--- src/rtl/alu_mc.sv ---
// alu_mc: multi-cycle ALU for the multi-cycle MIPS datapath.
// Single-cycle integer ops finish the cycle after start; multiply and divide
// run an iterative bit-serial engine (RUN, WIDTH cycles) followed by a sign
// fix-up cycle (FIX). O is the low word / quotient, H the high word / remainder.
//
// Handshake: an op is accepted on a rising clk edge where start=1 and busy=0.
// The accepting edge registers the result of a single-cycle op (done=1 in the
// following cycle) or loads the engine for a multi-cycle op (busy=1 until
// FIX ends). done is a one-cycle pulse; O/H/OV change only in the done cycle
// and hold otherwise. start while busy=1 is dropped.
module alu_mc #(
    parameter int WIDTH = 32,
    parameter int SHW   = $clog2(WIDTH)
) (
    input  logic             clk,
    input  logic             rst_n,
    input  logic             start,
    input  logic [3:0]       Func,
    input  logic [WIDTH-1:0] A,
    input  logic [WIDTH-1:0] B,
    output logic             busy,
    output logic             done,
    output logic [WIDTH-1:0] O,
    output logic [WIDTH-1:0] H,
    output logic             OV
);

    typedef enum logic [1:0] {
        IDLE = 2'd0,
        RUN  = 2'd1,
        FIX  = 2'd2
    } state_t;

    // Current FSM state; observable by name for checkers.
    state_t state;
    state_t state_next;

    // Engine working registers shared by multiply and divide.
    logic [WIDTH-1:0] acc;     // product high word / partial remainder
    logic [WIDTH-1:0] lo;      // multiplier -> product low / dividend -> quotient
    logic [WIDTH-1:0] opb;     // multiplicand / divisor magnitude
    logic [WIDTH-1:0] a_save;  // original A, returned as H on divide by zero
    logic [SHW-1:0]   count;
    logic             is_div;
    logic             neg_q;   // negate product / quotient in FIX
    logic             neg_r;   // negate remainder in FIX (sign of A)
    logic             dbz;     // divide by zero

    logic issue;
    logic is_multi;
    logic last_step;

    assign issue     = start && (state == IDLE);
    assign is_multi  = Func[3] & Func[2];
    assign last_step = &count;
    assign busy      = (state != IDLE);

    // Operand conditioning for multi-cycle ops: odd codes (MUL, DIV) are signed.
    logic             a_neg;
    logic             b_neg;
    logic [WIDTH-1:0] a_mag;
    logic [WIDTH-1:0] b_mag;

    assign a_neg = Func[0] & A[WIDTH-1];
    assign b_neg = Func[0] & B[WIDTH-1];
    assign a_mag = a_neg ? -A : A;
    assign b_mag = b_neg ? -B : B;

    // Single-cycle result and overflow.
    logic [WIDTH-1:0] alu_o;
    logic             alu_ov;
    logic [WIDTH-1:0] sum;
    logic [WIDTH-1:0] dif;

    assign sum = A + B;
    assign dif = A - B;

    // Combinational single-cycle ALU; multi-cycle codes give zero here.
    always_comb begin
        alu_o  = '0;
        alu_ov = 1'b0;
        case (Func)
            4'd0: begin
                alu_o  = sum;
                alu_ov = (A[WIDTH-1] == B[WIDTH-1]) && (sum[WIDTH-1] != A[WIDTH-1]);
            end
            4'd1: begin
                alu_o  = dif;
                alu_ov = (A[WIDTH-1] != B[WIDTH-1]) && (dif[WIDTH-1] != A[WIDTH-1]);
            end
            4'd2:    alu_o = A & B;
            4'd3:    alu_o = A | B;
            4'd4:    alu_o = ~(A | B);
            4'd5:    alu_o = ~(A & B);
            4'd6:    alu_o = {{(WIDTH-1){1'b0}}, (A < B)};
            4'd7:    alu_o = {{(WIDTH-1){1'b0}}, ($signed(A) < $signed(B))};
            4'd8:    alu_o = A ^ B;
            4'd9:    alu_o = A << B[SHW-1:0];
            4'd10:   alu_o = A >> B[SHW-1:0];
            4'd11:   alu_o = $signed(A) >>> B[SHW-1:0];
            default: alu_o = '0;
        endcase
    end

    // One engine step: shift-add for multiply, restoring subtract for divide.
    logic [WIDTH:0]   madd;
    logic [WIDTH:0]   shifted;
    logic             ge;
    logic [WIDTH-1:0] sub_res;

    assign madd    = {1'b0, acc} + (lo[0] ? {1'b0, opb} : {(WIDTH+1){1'b0}});
    assign shifted = {acc, lo[WIDTH-1]};
    assign ge      = (shifted >= {1'b0, opb});
    // When ge holds the true difference is below the divisor, so WIDTH bits suffice.
    assign sub_res = shifted[WIDTH-1:0] - opb;

    // Sign fix-up applied in FIX.
    logic [2*WIDTH-1:0] prod;
    logic [2*WIDTH-1:0] prod_fix;
    logic [WIDTH-1:0]   fix_o;
    logic [WIDTH-1:0]   fix_h;
    logic               fix_ov;

    assign prod     = {acc, lo};
    assign prod_fix = neg_q ? -prod : prod;

    // Final result selection for multiply / divide / divide-by-zero.
    always_comb begin
        fix_o  = prod_fix[WIDTH-1:0];
        fix_h  = prod_fix[2*WIDTH-1:WIDTH];
        fix_ov = 1'b0;
        if (is_div) begin
            if (dbz) begin
                fix_o  = '1;
                fix_h  = a_save;
                fix_ov = 1'b1;
            end else begin
                fix_o = neg_q ? -lo : lo;
                fix_h = neg_r ? -acc : acc;
            end
        end
    end

    // FSM state register.
    always_ff @(posedge clk) begin
        if (!rst_n) begin
            state <= IDLE;
        end else begin
            state <= state_next;
        end
    end

    // Next-state logic: IDLE -> RUN (WIDTH steps) -> FIX -> IDLE.
    always_comb begin
        state_next = state;
        case (state)
            IDLE:    if (issue && is_multi) state_next = RUN;
            RUN:     if (last_step) state_next = FIX;
            FIX:     state_next = IDLE;
            default: state_next = IDLE;
        endcase
    end

    // Datapath: operand load, iterative steps, and registered outputs.
    always_ff @(posedge clk) begin
        if (!rst_n) begin
            acc    <= '0;
            lo     <= '0;
            opb    <= '0;
            a_save <= '0;
            count  <= '0;
            is_div <= 1'b0;
            neg_q  <= 1'b0;
            neg_r  <= 1'b0;
            dbz    <= 1'b0;
            done   <= 1'b0;
            O      <= '0;
            H      <= '0;
            OV     <= 1'b0;
        end else begin
            done <= 1'b0;
            case (state)
                IDLE: begin
                    if (issue) begin
                        if (is_multi) begin
                            acc    <= '0;
                            lo     <= a_mag;
                            opb    <= b_mag;
                            a_save <= A;
                            count  <= '0;
                            is_div <= Func[1];
                            neg_q  <= a_neg ^ b_neg;
                            neg_r  <= a_neg;
                            dbz    <= Func[1] && (B == '0);
                        end else begin
                            O    <= alu_o;
                            H    <= '0;
                            OV   <= alu_ov;
                            done <= 1'b1;
                        end
                    end
                end
                RUN: begin
                    count <= count + 1'b1;
                    if (is_div) begin
                        if (ge) begin
                            acc <= sub_res;
                            lo  <= {lo[WIDTH-2:0], 1'b1};
                        end else begin
                            acc <= shifted[WIDTH-1:0];
                            lo  <= {lo[WIDTH-2:0], 1'b0};
                        end
                    end else begin
                        acc <= madd[WIDTH:1];
                        lo  <= {madd[0], lo[WIDTH-1:1]};
                    end
                end
                FIX: begin
                    O    <= fix_o;
                    H    <= fix_h;
                    OV   <= fix_ov;
                    done <= 1'b1;
                end
                default: ;
            endcase
        end
    end

endmodule
--- config.mk ---
export PLATFORM = sky130hd
export DESIGN_NAME = alu_mc
export DESIGN_NICKNAME = d
export VERILOG_FILES = /design/src/rtl/alu_mc.sv
export SDC_FILE = /design/constraint.sdc
export NUM_CORES = 1
export LEC_CHECK = 0
export CAP_MARGIN = 25
export CORE_MARGIN = 2
export CORE_UTILIZATION = 35
export CTS_CLUSTER_SIZE = 28
export DETAILED_ROUTE_END_ITERATION = 16
export PLACE_DENSITY = 0.64
export SYNTH_ARGS = -nofsm -noshare
export SYNTH_HDL_FRONTEND = slang
export SYNTH_SLANG_ARGS = --single-unit
--- constraint.sdc ---
create_clock -name clk -period 4.2 [get_ports clk]
set_input_delay 0.63 -clock clk [delete_from_list [all_inputs] [get_ports clk]]
set_output_delay 0.63 -clock clk [all_outputs]
set_load 0.01 [all_outputs]
==> results.md <==
- HPWL after DPL: 103 mm
- CORE AREA: 69,900 um2
- Final worst-path cycle share: 96.1%
- Worst endpoint data arrival time: 4.48 ns
- Post-layout min period: 4.04 ns
- EDFF count, synth: 0
- Vias: 29,000
- FILL cells: 7,352
- CTS max path bufs: 3
- Clk slew on worst S/H paths: 0.06 ns
- CTS tree: built
- DRC: 0
- Number of max-cap violations: 0
- # Post-CTS Setup Buffers: 0
- Worst Path Required: 4.65 ns
- Slowest-stage cell, CP: a211oi_1
- Final Hold Fails: 0
- Worst Path Max Fanout: 6
- Synthesized flop and latch total: 205
- CTS Hold Bufs: 0
- CP Cell Sequence: clkdlybuf4s50_1, inv_1, ha_1, a211o_1, a2111oi_0, buf_4, or3_1, a211oi_1, o31a_1, nor4b_1, o21a_1, nor3_1, a2111o_1, o221a_2
- Rows: 97
- PD cells: 249 nW/um2
- Largest stage delay on the critical path: 0.52 ns
- Achievable frequency: 248 MHz
- Die height: 270 um
- Vias in the first global route: 27,000
- Iteration-0 DRC Markers: 3,427
- Htree depth: 1
- Area grow syn2layout: 22.2%
- Layout cells sized above 1: 15.3%
- Mapped Area: 24,700 um2
- Slew @ Worst Pin: 1.00 ns
- Fin util: 43.1%
- Library cells used by synthesis: 87
- CTS Sinks: 205
- Global-route wire length before repair: 187 mm
- Die Footprint: 72,700 um2
- Clock buffer count from CTS: 25
- Most area-consuming cells after synthesis: dfxtp_1, ha_1, xnor2_1
- Count leader, synth: nor2_1
- Slack of the critical path: 0.164 ns
- Syn Inst Count: 3,431
- Peak VDD IR: 287 uV
- Routability cong.: 1.05
- Setup-failing EPs final: 0
- Post-synthesis async set-or-reset flop share: 0%
- Cell chosen for the clock root: clkbuf_16
- Status: completed
- Detailed Routing Iterations Pass 1: 8
- RSZ-0062 raised after global routing: no
- Largest net degree at the start of global routing: 97
- Yosys warns: 0
- Slew Limit Fails: 0
- Clk Latency, worst-skew pair: 0.59 ns
- Fin nets: 3,963
- Synth cell count leaders: nor2_1, nand2_1, a21oi_1, o21ai_0, clkbuf_1
- Syn Nets: 3,676
- Synth area leader: dfxtp_1
- HP Class: reg2reg
- Initial antenna violation count: 6
- DRT antenna net count: 0
- Port Buffers: 137
- Routed length per instance: 27.7 um
- Routed WL: 130 mm
- CP startpoint kind: input pin
- Avg Cell Area, Syn: 7.19 um2
- Initial core utilization: 35.3%
- Setup CP Type: in2reg
- GRT Total Usage: 34.1%
- I/O pin cnt: 138
- Seq/Total Area, Yosys: 16.6%
- Synth Flop Type: dfxtp_1
- Die width: 270 um
- Critical path capture point type: register
- Layout Skew: 0.0423 ns
- Hold_ws: 0.442 ns
- Place WS: -0.287 ns
- Final setup TNS: 0 ns
- Slew headroom: 32.9%
- Resized Gates After CTS: 0
- Leakage: 11.9 nW
- Vias/cell: 6.20
- Synth top area share: 16.6%
- GR Overflow Total: 0
- Final Power: 7.52 mW
[flip-flops by register name, indices dropped and copies added (netlist names), 2 cells and up]
| signal | flops |
|---|---|
| lo | 32 |
| count | 5 |
| opb | 32 |
| O | 32 |
| H | 32 |
| acc | 32 |
| state | 2 |
| a_save | 32 |
[final timing paths]
path | from | endpoint | slack, ns | depth (start not counted)
hold reg to reg | H[23]$_SDFFE_PN0P_ | H[23]$_SDFFE_PN0P_ | 0.44 | 2
setup / recovery | A[1] | O[31]$_SDFFE_PN0P_ | 0.16 | 14
hold / removal | H[23]$_SDFFE_PN0P_ | H[23]$_SDFFE_PN0P_ | 0.44 | 2
setup reg to reg | lo[31]$_SDFFE_PN0P_ | acc[28]$_SDFFE_PN0P_ | 0.36 | 14
[worst max-delay path, delay by kind of cell]
| kind | cells | cell delay, ns |
|---|---|---|
| fa+ha+maj | 1 | 0.32 |
| buf+inv | 3 | 0.74 |
| simple gates | 3 | 0.94 |
| compound gates | 7 | 1.83 |
[kinds of logic after synthesis]
group | Yosys count | synth area share, %
buffers and inverters | 452 | 7.14
AND/OR/NAND/NOR | 1040 | 19.0
flip-flops | 205 | 16.6
AO/OA/AOI/OAI | 1155 | 30.2
adder cells (fa/ha/maj) | 174 | 8.94
multiplexers | 185 | 10.3
XOR/XNOR | 220 | 7.81
[cells in the final DEF, fill, tap and decap left out, types with 13 or more instances in the layout]
master	instances
ha_1	170
inv_1	158
clkbuf_16	25
o21bai_1	22
buf_4	402
a21oi_1	307
nor2_1	362
nand2_1	347
nand4_1	20
nor4_1	33
clkdlybuf4s50_1	132
o211ai_1	52
nor3_1	53
xnor2_1	182
o221ai_1	22
xor2_1	38
a211oi_1	132
o22ai_1	32
or4_1	19
a21o_1	49
nand3_1	58
a31oi_1	48
nand2b_1	19
dfxtp_1	202
and3_1	13
o21a_1	21
a221oi_1	35
o41ai_1	18
mux2i_1	121
o21ai_0	248
or3_1	29
and2_1	17
o31ai_1	34
or2_2	19
nor2b_1	19
mux4_2	54
a22oi_1	34
[layer usage]
layer / track usage [%] / wire (um)
met4: 18.8 / 8360
met5: 0 / 123
met3: 6.37 / 12600
met1: 44.3 / 52200
met2: 53.3 / 56400
[metrics by stage]
step           cell area, um2  instances
2_1_floorplan           24700       3431
3_3_place_gp            29300       4629
3_5_place_dp            29300       4630
4_1_cts                 30100       4674
5_1_grt                 30200       4675
6_report                30200       4678
[final cells by class]
class	count	area, um2	share of cell area [%]
diodes	3	7.51	0.0249
clock buffers	32	682	2.26
clock inverters	12	136	0.452
inverters	164	618	2.05
multi-input cells	2774	18800	62.5
flip-flops and latches	205	4110	13.6
well taps	940	1180	3.90
repair buffers	548	4580	15.2
[power by group]
group          internal (mW)  switching [mW]  leakage [nW]
logic                   1.22            1.86          9.82
registers               2.02           0.138          1.67
clock network           1.28            1.00         0.397
total                   4.52            3.00          11.9
Note: power is estimated with default switching activity, not from simulation.
